$ cat config.mk
export PLATFORM = sky130hd
export DESIGN_NAME = fdiv_seq
export DESIGN_NICKNAME = d
export VERILOG_FILES = /design/src/rtl/fpu_pkg.sv /design/src/rtl/fpu_fifo.sv /design/src/rtl/fdiv_seq.sv
export SDC_FILE = /design/constraint.sdc
export NUM_CORES = 1
export LEC_CHECK = 0
export ABC_AREA = 1
export BUFFER_PORTS_ARGS = -buffer_cell sky130_fd_sc_hd__buf_4
export CAP_MARGIN = 20
export CORE_ASPECT_RATIO = 1.2
export CORE_UTILIZATION = 52
export DETAILED_ROUTE_END_ITERATION = 7
export PLACE_DENSITY = 0.76
export SETUP_SLACK_MARGIN = 0.1
export SLEW_MARGIN = 40
export SYNTH_ARGS = -nofsm -noshare
export SYNTH_HDL_FRONTEND = slang
export SYNTH_SLANG_ARGS = --single-unit
$ cat constraint.sdc
create_clock -name clk -period 2.8 [get_ports clk]
set_input_delay 0.42 -clock clk [delete_from_list [all_inputs] [get_ports clk]]
set_output_delay 0.42 -clock clk [all_outputs]
set_load 0.05 [all_outputs]
$ cat src/rtl/fpu_pkg.sv
// Shared FPU definitions: divider latency, tag width and the divider result record
// buffered by the issue/retire sequencer.
package fpu_pkg;

  localparam int FDIV_LAT  = 7;
  localparam int FPU_TAG_W = 5;

  typedef struct packed {
    logic [31:0]          y;
    logic [FPU_TAG_W-1:0] tag;
    logic                 dz;
  } fdiv_res_t;

  // Zero or denormal binary32: exponent field all zeros.
  function automatic logic exp_is_zero(input logic [31:0] x);
    return x[30:23] == 8'd0;
  endfunction

endpackage

$ cat src/rtl/fpu_fifo.sv
// Synchronous first-word-fall-through FIFO for divider results; the head entry is
// visible whenever the FIFO is non-empty and reads as zero when empty.
module fpu_fifo
  import fpu_pkg::*;
#(
  parameter int WIDTH = $bits(fdiv_res_t),
  parameter int DEPTH = 8
) (
  input  logic             clk,
  input  logic             rstn,
  input  logic             wr_en,
  input  logic [WIDTH-1:0] wr_data,
  input  logic             rd_en,
  output logic             rd_valid,
  output logic [WIDTH-1:0] rd_data
);

  localparam int AW = (DEPTH > 1) ? $clog2(DEPTH) : 1;
  localparam int CW = $clog2(DEPTH + 1);

  logic [WIDTH-1:0] mem [DEPTH];
  logic [AW-1:0]    wr_ptr;
  logic [AW-1:0]    rd_ptr;
  logic [CW-1:0]    count;
  logic             empty;
  logic             full;
  logic             do_wr;
  logic             do_rd;

  // Pointers wrap explicitly so non-power-of-two depths work.
  function automatic logic [AW-1:0] bump(input logic [AW-1:0] p);
    return (p == AW'(DEPTH - 1)) ? '0 : p + 1'b1;
  endfunction

  assign empty = (count == '0);
  assign full  = (count == CW'(DEPTH));
  assign do_rd = rd_en && !empty;
  assign do_wr = wr_en && (!full || do_rd);

  // NOTE: sequential state uses non-blocking assignments so every flop samples
  // pre-edge values regardless of statement order.
  always_ff @(posedge clk) begin
    if (!rstn) begin
      wr_ptr <= '0;
      rd_ptr <= '0;
      count  <= '0;
    end else begin
      if (do_wr) wr_ptr <= bump(wr_ptr);
      if (do_rd) rd_ptr <= bump(rd_ptr);
      case ({do_wr, do_rd})
        2'b10:   count <= count + 1'b1;
        2'b01:   count <= count - 1'b1;
        default: count <= count;
      endcase
    end
  end

  // NOTE: storage is deliberately not reset; the count qualifies every entry, so
  // clearing it would only add reset fan-out to a RAM.
  always_ff @(posedge clk) begin
    if (do_wr) mem[wr_ptr] <= wr_data;
  end

  assign rd_valid = !empty;
  assign rd_data  = empty ? '0 : mem[rd_ptr];

endmodule

$ cat src/rtl/fdiv_seq.sv
// Issue/retire sequencer for the fixed-latency divider: handshakes requests in,
// tracks them with a latency-aligned tag pipe and retires quotients through a FIFO.
module fdiv_seq
  import fpu_pkg::*;
#(
  parameter int LAT   = FDIV_LAT,
  parameter int DEPTH = 8,
  parameter int TAG_W = FPU_TAG_W
) (
  input  logic             clk,
  input  logic             rstn,
  input  logic             in_valid,
  output logic             in_ready,
  input  logic [31:0]      in_x1,
  input  logic [31:0]      in_x2,
  input  logic [TAG_W-1:0] in_tag,
  output logic [31:0]      div_x1,
  output logic [31:0]      div_x2,
  input  logic [31:0]      div_y,
  output logic             out_valid,
  input  logic             out_ready,
  output logic [31:0]      out_y,
  output logic [TAG_W-1:0] out_tag,
  output logic             out_dz
);

  localparam int CNT_W = $clog2(DEPTH + 1);

  typedef struct packed {
    logic             valid;
    logic [TAG_W-1:0] tag;
    logic             dz;
  } slot_t;

  slot_t            sr [LAT];
  logic [CNT_W-1:0] outstanding;
  logic             accept;
  logic             pop;
  fdiv_res_t        wr_res;
  fdiv_res_t        rd_res;

  // Credits cover in-flight ops plus buffered results, so a retiring quotient
  // always finds a free FIFO slot.
  assign in_ready = (outstanding < CNT_W'(DEPTH));
  assign accept   = in_valid && in_ready;
  assign pop      = out_valid && out_ready;

  always_ff @(posedge clk) begin
    if (!rstn) begin
      outstanding <= '0;
      div_x1      <= '0;
      div_x2      <= '0;
      for (int i = 0; i < LAT; i++) sr[i] <= '0;
    end else begin
      if (accept) begin
        div_x1 <= in_x1;
        div_x2 <= in_x2;
      end
      sr[0] <= '{valid: accept, tag: in_tag, dz: exp_is_zero(in_x2)};
      for (int i = 1; i < LAT; i++) sr[i] <= sr[i-1];
      if (accept && !pop)      outstanding <= outstanding + 1'b1;
      else if (pop && !accept) outstanding <= outstanding - 1'b1;
    end
  end

  assign wr_res = '{y: div_y, tag: FPU_TAG_W'(sr[LAT-1].tag), dz: sr[LAT-1].dz};

  fpu_fifo #(
    .WIDTH ($bits(fdiv_res_t)),
    .DEPTH (DEPTH)
  ) u_res_fifo (
    .clk      (clk),
    .rstn     (rstn),
    .wr_en    (sr[LAT-1].valid),
    .wr_data  (wr_res),
    .rd_en    (out_ready),
    .rd_valid (out_valid),
    .rd_data  (rd_res)
  );

  assign out_y   = rd_res.y;
  assign out_tag = TAG_W'(rd_res.tag);
  assign out_dz  = rd_res.dz;

endmodule

======== Yosys cells after proc, flatten, opt, wreduce, memory -nomap -nowiden ========
Memory sizes are Yosys's and may differ from the RTL's. A register that Yosys moved wholly into a read port is not among the register bits.
Index checks and enable logic that the tools add are counted.
storage, ports and cells
  flip-flop bits (word level) ............. 78
  RAM bits ................................ 353
  input bits .............................. 105
  output and inout bits ................... 104
  logic and storage cells ................. 60
  memories kept ........................... 2
operators by class
  add/subtract/negate cells ............... 6
  $lt $le $gt $ge ......................... 1
  equal/unequal tests ..................... 5
  multiplexer cells ....................... 19
  bitwise operators ....................... 7
  reduce and logical (&&, ||, !) cells .... 14
memories
  name            words  bits a word  read ports  clocked after memory_dff  wr ports  line            RTL
  u_res_fifo.mem  8      38           1           1                         1         fpu_fifo.sv:21  logic [WIDTH-1:0] mem [DEPTH];
  sr              7      7            7           0                         7         fdiv_seq.sv:35  slot_t sr [LAT];
operators by type and width
  operator             number
  $mux 7               7
  $mux 38              1
  $mux 3               4
  $add 4x1->4 const B  2
  $logic_not 8->1      1
  $mux 4               2
  $pmux 4 s2           1
  $sub 4x1->4 const B  2
  $or 1x1->1           7
  $add 3x1->3 const B  2
  $eq 3x3->1 const B   2
  $logic_and 1x1->1    5
  $eq 4x4->1 const B   1
  $logic_not 1->1      4
  $logic_not 4->1      1
  $lt 4x4->1 const B   1
  $mux 1               4
  $reduce_bool 2->1    2
  $eq 2x1->1 const B   1
  $eq 2x2->1 const B   1
  $logic_or 1x1->1     1

======== Depth between registers and ports, before layout ========
Gate-level depths: netlist (run 1).
  depth after elaboration ................. 7
  depth in mapped cells ................... 14
  depth with buffers taken out ............ 14

======== Modules after synthesis ========
Synthesis (run 1) repeated with hierarchy kept, for this count alone.
unflattened totals
  cells, all modules ...................... 1461
  area total of the unflattened synthesis .. 16746.1 µm²
modules (own cells, without submodules)
  module    times used  cells an instance  area each (µm²)  seq. area each (µm²)
  fpu_fifo  1           993                12788.5          9389.0
  fdiv_seq  1           468                3957.5           2342.2

======== Least setup slack after synthesis (run 1) ========
No wires, ideal clock.
  path kind ............................... input port to flip-flop
  start ................................... input port out_ready
  end ..................................... memory u_res_fifo.mem[1][0] (netlist name), enable pin
  setup time .............................. 433 ps
  arrival time ............................ 2452 ps
  required time ........................... 2367 ps
  slack ................................... -85 ps
  stages on the path ...................... 6
  path buffers ............................ 0
  cell sequence ........................... nor2_1 > nand3_1 > nand2_1 > inv_1 > nand2_1 > nor2_1
between the ends
  cells in the longest elaborated chain, start to end .. 5
ends and longest elaborated chain
  what                          line            RTL
  from (decl)                   fdiv_seq.sv:21  input logic out_ready,
  $logic_and 1x1->1             fpu_fifo.sv:37  assign do_rd = rd_en && !empty;
  $logic_or 1x1->1              fpu_fifo.sv:38  assign do_wr = wr_en && (!full || do_rd);
  $logic_and 1x1->1             fpu_fifo.sv:38
  $mux 1                        fpu_fifo.sv:61  if (do_wr) mem[wr_ptr] <= wr_data;
  $mux 1 (not written as such)  fpu_fifo.sv:61
  to (decl)                     fpu_fifo.sv:21
Every way passes these cells.

======== Worst setup path in the final report (run 1) ========
  start ................................... register u_res_fifo.count[0]
  end ..................................... output port out_y[1]
between the ends
  cells in the longest elaborated chain, start to end .. 2
ends and longest elaborated chain
  what                    line            RTL
  from (decl)             fpu_fifo.sv:24  logic [CW-1:0] count;
  from (signal assigned)  fpu_fifo.sv:51  2'b10: count <= count + 1'b1;
  from (signal assigned)  fpu_fifo.sv:52  2'b01: count <= count - 1'b1;
  from (signal assigned)  fpu_fifo.sv:53  default: count <= count;
  $logic_not 4->1         fpu_fifo.sv:35  assign empty = (count == '0);
  $mux 38                 fpu_fifo.sv:65  assign rd_data = empty ? '0 : mem[rd_ptr];
  to (decl)               fdiv_seq.sv:22  output logic [31:0] out_y,
Every way passes these cells.

==> flow_summary.yaml, run 1 <==
status:
  run_status: "complete, no violations"
clocking:
  cts_buffers: 41
  cts_root_buf: "clkbuf_16"
  cts_tree: "done"
  cts-hold-fix-buffers: 0
  cts.htree.levels: 2
  insertion_delay_ps: 540
  cts.clk_slew.worst_paths_ps: 60
  clkSinkCount: 434
  clock_path_buffers: 3
synthesis:
  syn-instance-count: 1466
  synth_edf_count: 304
  synthArstFlopShare_pct: 0
  synth_nets: 1582
  synthFlopType: "edfxtp_1"
  netlist.area_leader.share_pct: 55.5
  synth.yosys.seq_area_share_pct: 71.3
  syn_area_mm2: 0.0165
  synth_area_leaders: "edfxtp_1, dfxtp_1, nor2_1"
  avgSynthCellArea_um2: 11.2
  synth-seq-cells: 434
  synth_cell_types: 29
  yosysWarnings: 0
  yosys.area.top_type: "edfxtp_1"
setup_path:
  critical_path_class: "flip-flop to primary output"
  worstPathMaxFanout: 39
  r2r-start: "u_res_fifo.count[0]"
  critPathRequiredTime_ps: 2380
  reg2regPathDepth: 13
  cp-end-kind: "primary output"
  r2r-end: "u_res_fifo.count[2]"
  startpoint_type: "flip-flop"
  r2r_slack_ps: 660
  cp.arrival_ps: 2210
  cp-startpoint: "u_res_fifo.count[0]"
power:
  p_per_area_mw_per_mm2: 984
  ir_worst_vdd_mv: 0.879
  p_leak_nw: 7.97
detailed_routing:
  met1_length_mm: 14.1
  routed-wl-met2_mm: 18.3
  drt_iter0_drc: 985
  dr.pass1.iters: 5
  dr_wl_met3_mm: 3.10
  route.detailed.drc: 0
  vias: 11400
  dr.max_layer_used: "met4"
  ant_nets: 0
  wl_mm: 36.7
  via_per_inst: 5.43
  wl_per_cell_um: 17.4
timing:
  worst_hold_slack_ps: 54.1
  fin_skew_ps: 13.0
  maxSlewHeadroom_pct: 56.1
  fmax_ghz: 0.380
  tightestPinTransition_ps: 658
  drv_slew: 0
  setup-tns-final_ps: 0
  hold_viol_final: 0
  worst_slack_ps: 170
  finalCriticalPeriod_ps: 2630
  rsz0062_at_grt: "true"
  fin_crit_sh_pct: 93.9
  finalSetupViolations: 0
floorplanning:
  rows: 71
  die_w_um: 164
  die_h_um: 197
  dieArea_mm2: 0.0324
  initial_utilization_pct: 52.6
  io_pins: 209
  core_mm2: 0.0313
placed_design:
  numPortBuffers: 208
  gp_congestion: 0.816
  dp_slack_ps: 571
  dp_hpwl_mm: 20.8
  dpl_cell_area_mm2: 0.0185
grt:
  overflow: 0
  track_usage_pct: 22.4
  grt_pass1_vias: 11200
  antenna_found_initial: 0
  grt_pass1_wl_mm: 56.4
  grt_start_max_net_pins: 66
layout:
  area_growth_pct: 21.9
  drive_gt1_share_pct: 19.5
  post-route-cell-area_mm2: 0.0201
  finish.utilization_pct: 64.2
  insertedDiodeCount: 0
  fillers: 2312
  nets: 1785
hold_path:
  holdCritPathClass: "input pin to flip-flop"
  worstHoldEndpoint: "sr[0][0]"
  min_from: "in_x2[24]"
  hold_depth: 2
run:
  drv_cap: 0
-- metal layers --
layer | vias up | global-route usage (%)
met2 | 498 | 39.6
met4 | 0 | 8.43
met5 | - | 0
met3 | 71 | 5.11
li1 | 5425 | -
met1 | 5415 | 26.4
-- placed cells by master (no fill, tap or decap), types with 8 or more instances in the layout --
cell / synthesis / final
nor2_4: 0 / 8
nand2_1: 111 / 111
o21ai_1: 91 / 91
ha_1: 10 / 10
buf_12: 0 / 14
a21oi_1: 9 / 9
o21ai_0: 136 / 136
inv_1: 70 / 69
dfxtp_1: 130 / 127
clkbuf_16: 0 / 45
edfxtp_1: 304 / 304
o22ai_1: 38 / 38
buf_4: 12 / 225
nor2_1: 422 / 414
o211ai_1: 38 / 38
-- power by group --
group	internal (W)	switching (W)
registers	0.00708	0.000247
logic	0.00210	0.00478
clock network	0.00325	0.00230
-- worst max-delay path, stage by stage, from the launching register on --
cell and delay [ps]:
dfxtp_1 400, nor2_1 100, nand3_2 80, buf_4 500, nand2_1 110, nor2_1 220
buf_4 250
-- what timing repair did --
item | in CTS | in global routing
setup endpoints to repair | 29 | 25
cloned | 0 | 2
gates resized for setup | 3 | 8
setup buffers | 2 | 5
-- state kept, by name, indices dropped and copies added, names as in the netlist, named ones only --
register,flops
div_x1,32
div_x2,32
outstanding,4
sr,49
u_res_fifo.count,4
u_res_fifo.mem,304
u_res_fifo.rd_ptr,3
u_res_fifo.wr_ptr,3
-- area by class of cell --
class | count | area [um2] | share of cell area [%]
clock buffer | 51 | 1130 | 5.63
inverter | 73 | 303 | 1.51
multi-input combinational | 871 | 4020 | 20.0
tap | 401 | 502 | 2.50
timing repair buffer | 248 | 2150 | 10.7
sequential | 434 | 11700 | 58.5
clock inverter | 24 | 231 | 1.15
-- synthesized netlist by cell type, drive strengths merged, types with 2 or more instances --
| library cell | count |
|---|---|
| ha | 10 |
| clkbuf | 38 |
| o211ai | 38 |
| o21ai | 227 |
| xnor2 | 2 |
| o22ai | 38 |
| nand3 | 6 |
| nor2 | 422 |
| nand2 | 112 |
| edfxtp | 304 |
| xor2 | 2 |
| a21oi | 9 |
| buf | 50 |
| inv | 73 |
| dfxtp | 130 |
-- how the worst max path moves through the flow --
| stage | cells past startpoint | slack [ps] | to |
|---|---|---|---|
| finish | 6 | 170 | out_y[1] |
| floorplan | 6 | -90 | u_res_fifo.mem[1][0] |
| CTS | 6 | 100 | out_y[1] |
| detailed placement | 7 | 570 | out_y[7] |
| global route | 8 | 80 | out_y[1] |
| global placement | 7 | 580 | out_y[28] |
-- kinds of logic after synthesis --
kind of cell / Yosys count / share of synthesized area, %
adders and majority gates: 11 / 0.882
xor gates and xnor gates: 4 / 0.213
DFF: 434 / 71.3
AOI/OAI and AO/OA: 314 / 10.5
buffers and inverters: 161 / 4.74
and+or+nand+nor: 542 / 12.4
-- per-stage QoR --
step / total power [W] / instances
2_1_floorplan: 0.0122 / 1466
3_3_place_gp: 0.0139 / 2018
3_5_place_dp: 0.0141 / 2018
4_1_cts: 0.0197 / 2095
5_1_grt: 0.0207 / 2102
6_report: 0.0198 / 2102
(Power assumes the default switching activity.)
==> run 2, diff against run 1 <==
--- a/config.mk
+++ b/config.mk
@@ -9,9 +9,9 @@
 export BUFFER_PORTS_ARGS = -buffer_cell sky130_fd_sc_hd__buf_4
 export CAP_MARGIN = 20
 export CORE_ASPECT_RATIO = 1.2
-export CORE_UTILIZATION = 52
+export CORE_UTILIZATION = 57
 export DETAILED_ROUTE_END_ITERATION = 7
-export PLACE_DENSITY = 0.76
+export PLACE_DENSITY = 0.79
 export SETUP_SLACK_MARGIN = 0.1
 export SLEW_MARGIN = 40
 export SYNTH_ARGS = -nofsm -noshare
==> constraint.sdc (replaced) <==
create_clock -name clk -period 2.7 [get_ports clk]
set_input_delay 0.405 -clock clk [delete_from_list [all_inputs] [get_ports clk]]
set_output_delay 0.405 -clock clk [all_outputs]
set_load 0.05 [all_outputs]
==> run 2 against run 1 <==
Effect of this change:
- sequential share of layout area grew 0.14 points
- combinational power grew 6.1%
- first-iteration DRC count shrank 11%
- die area shrank 8.7%
- setup slack lost 36 ps
- non-clock buffer count grew 1
- cell area shrank 0.22%
- register-to-register slack lost 20 ps
- power grew 3.7%
- sequential cell count is the same
- highest routed layer unchanged
- clock power grew 0.7%
- hold slack gained 3.0 ps
==> flow_summary.yaml, run 2 (synthesized netlist as in run 1, its figures left out) <==
status:
  run_status: "complete, no violations"
layout:
  fin_cells: 2081
  insertedDiodeCount: 0
  final_common_cell: "nor2_1"
  fillers: 1907
  drive_gt1_share_pct: 19.9
  post-route-cell-area_mm2: 0.0200
  area_growth_pct: 21.7
  final_cell_mix: "nor2_1, edfxtp_1, buf_4"
  nets: 1787
  top_regs: "u_res_fifo.mem (304), sr (49)"
  largest_register: "u_res_fifo.mem"
  largest_reg_flops: 304
clocking:
  clkSinkCount: 434
  cts_buffers: 41
  cts.htree.levels: 2
  cts_tree: "done"
  cts.clk_slew.worst_paths_ps: 60
  cts_root_buf: "clkbuf_16"
  clock_path_buffers: 3
  insertion_delay_ps: 540
grt:
  overflow: 0
  grt_pass1_vias: 11100
  track_usage_pct: 24.1
  grt_pass1_wl_mm: 55.2
  antenna_found_initial: 0
  grt_start_max_net_pins: 66
setup_path:
  critical_path_class: "flip-flop to primary output"
  critPathRequiredTime_ps: 2300
  startpoint_type: "flip-flop"
  cp.arrival_ps: 2160
  cp-end-kind: "primary output"
  worstPathMaxFanout: 23
detailed_routing:
  drt_iter0_drc: 879
  vias: 11400
  via_per_inst: 5.49
  route.detailed.drc: 0
  wl_mm: 35.7
  ant_nets: 0
  dr.pass1.iters: 5
  wl_per_cell_um: 17.2
placed_design:
  dp_hpwl_mm: 20.1
  gp_congestion: 0.767
  placed_cells: 1997
  dpl_cell_area_mm2: 0.0184
  numPortBuffers: 208
floorplanning:
  io_pins: 209
  dieArea_mm2: 0.0296
  core_mm2: 0.0282
  rows: 67
  die_h_um: 188
  die_w_um: 157
  initial_utilization_pct: 58.4
power:
  ir_worst_vdd_mv: 0.727
  p_per_area_mw_per_mm2: 1020
  p_leak_nw: 7.95
  finalPower_w: 0.0205
timing:
  fin_crit_sh_pct: 95.1
  maxSlewHeadroom_pct: 56.8
  fmax_ghz: 0.390
  finalSetupViolations: 0
  rsz0062_at_grt: "true"
  finalCriticalPeriod_ps: 2570
  worst_hold_slack_ps: 57.2
  drv_slew: 0
  tightestPinTransition_ps: 648
  hold_viol_final: 0
  fin_skew_ps: 20.3
run:
  drv_cap: 0
hold_path:
  holdCritPathClass: "input pin to flip-flop"
==> run 2: cell types whose count changed in the layout (fill, tap and decap cells not counted), sizes merged <==
cell      change
clkbuf        -1
clkinv        +1
inv           +2
clkinvlp      -1
buf           +1
bufinv        -1
==> run 2: final cells by class <==
type	instances	area, um2	share of cell area (%)
repair inverters	1	11.3	0.0562
clock inverters	24	205	1.02
multi-input cells	871	4050	20.2
inverters	73	303	1.51
clock buffers	50	1110	5.55
repair buffers	249	2140	10.7
well taps	379	474	2.37
flip-flops and latches	434	11700	58.6
==> run 2: layer usage <==
| metal | GRT usage [%] | part of all wire (%) | vias up |
|---|---|---|---|
| li1 | - | - | 5427 |
| met1 | 28.0 | 36 | 5355 |
| met2 | 42.4 | 51 | 547 |
| met3 | 5.27 | 9.0 | 91 |
| met4 | 10.6 | 3.6 | 0 |
| met5 | 0 | 0 | - |
==> run 2: repair_timing <==
item	CTS	global route
setup buffers	3	3
resized for setup	14	25
cloned	1	3
endpoints found under the setup margin	38	29
pin swaps	0	2
hold buffers	0	0
==> run 2: stage by stage <==
| step | utilization, % | TNS (ps) | worst slack (ps) |
|---|---|---|---|
| finish | 71.1 | 0 | 134 |
| global route | 71.1 | 0 | 37.2 |
| CTS | 70.5 | 0 | 83.5 |
| detailed placement | 65.4 | 0 | 371 |
| global placement | 65.4 | 0 | 466 |
| floorplan | - | -45010 | -170 |
==> run 2: report_power, final <==
part / switching, W / total (W) / internal, W
Sequential: 0.000264 / 0.00761 / 0.00734
Clock: 0.00236 / 0.00559 / 0.00323
Combinational: 0.00503 / 0.00730 / 0.00227
==> run 2: final timing paths <==
path                            depth (start not counted)                    end  slack, ps                 from
worst min-delay path                                    2               sr[0][0]         60            in_x2[23]
worst min register to register                          2               sr[3][5]        400             sr[2][5]
worst max register to register                          7  u_res_fifo.mem[2][12]        640  u_res_fifo.count[1]
worst max-delay path                                    7              out_y[28]        130            flip-flop
==> run 2: critical path: stages, from the launching register on <==
cell and delay [ps]:
dfxtp_4 520, buf_6 160, clkbuf_16 200, o21ai_0 110, o22ai_1 180, nor2_1 60
nor2_1 200, buf_6 190
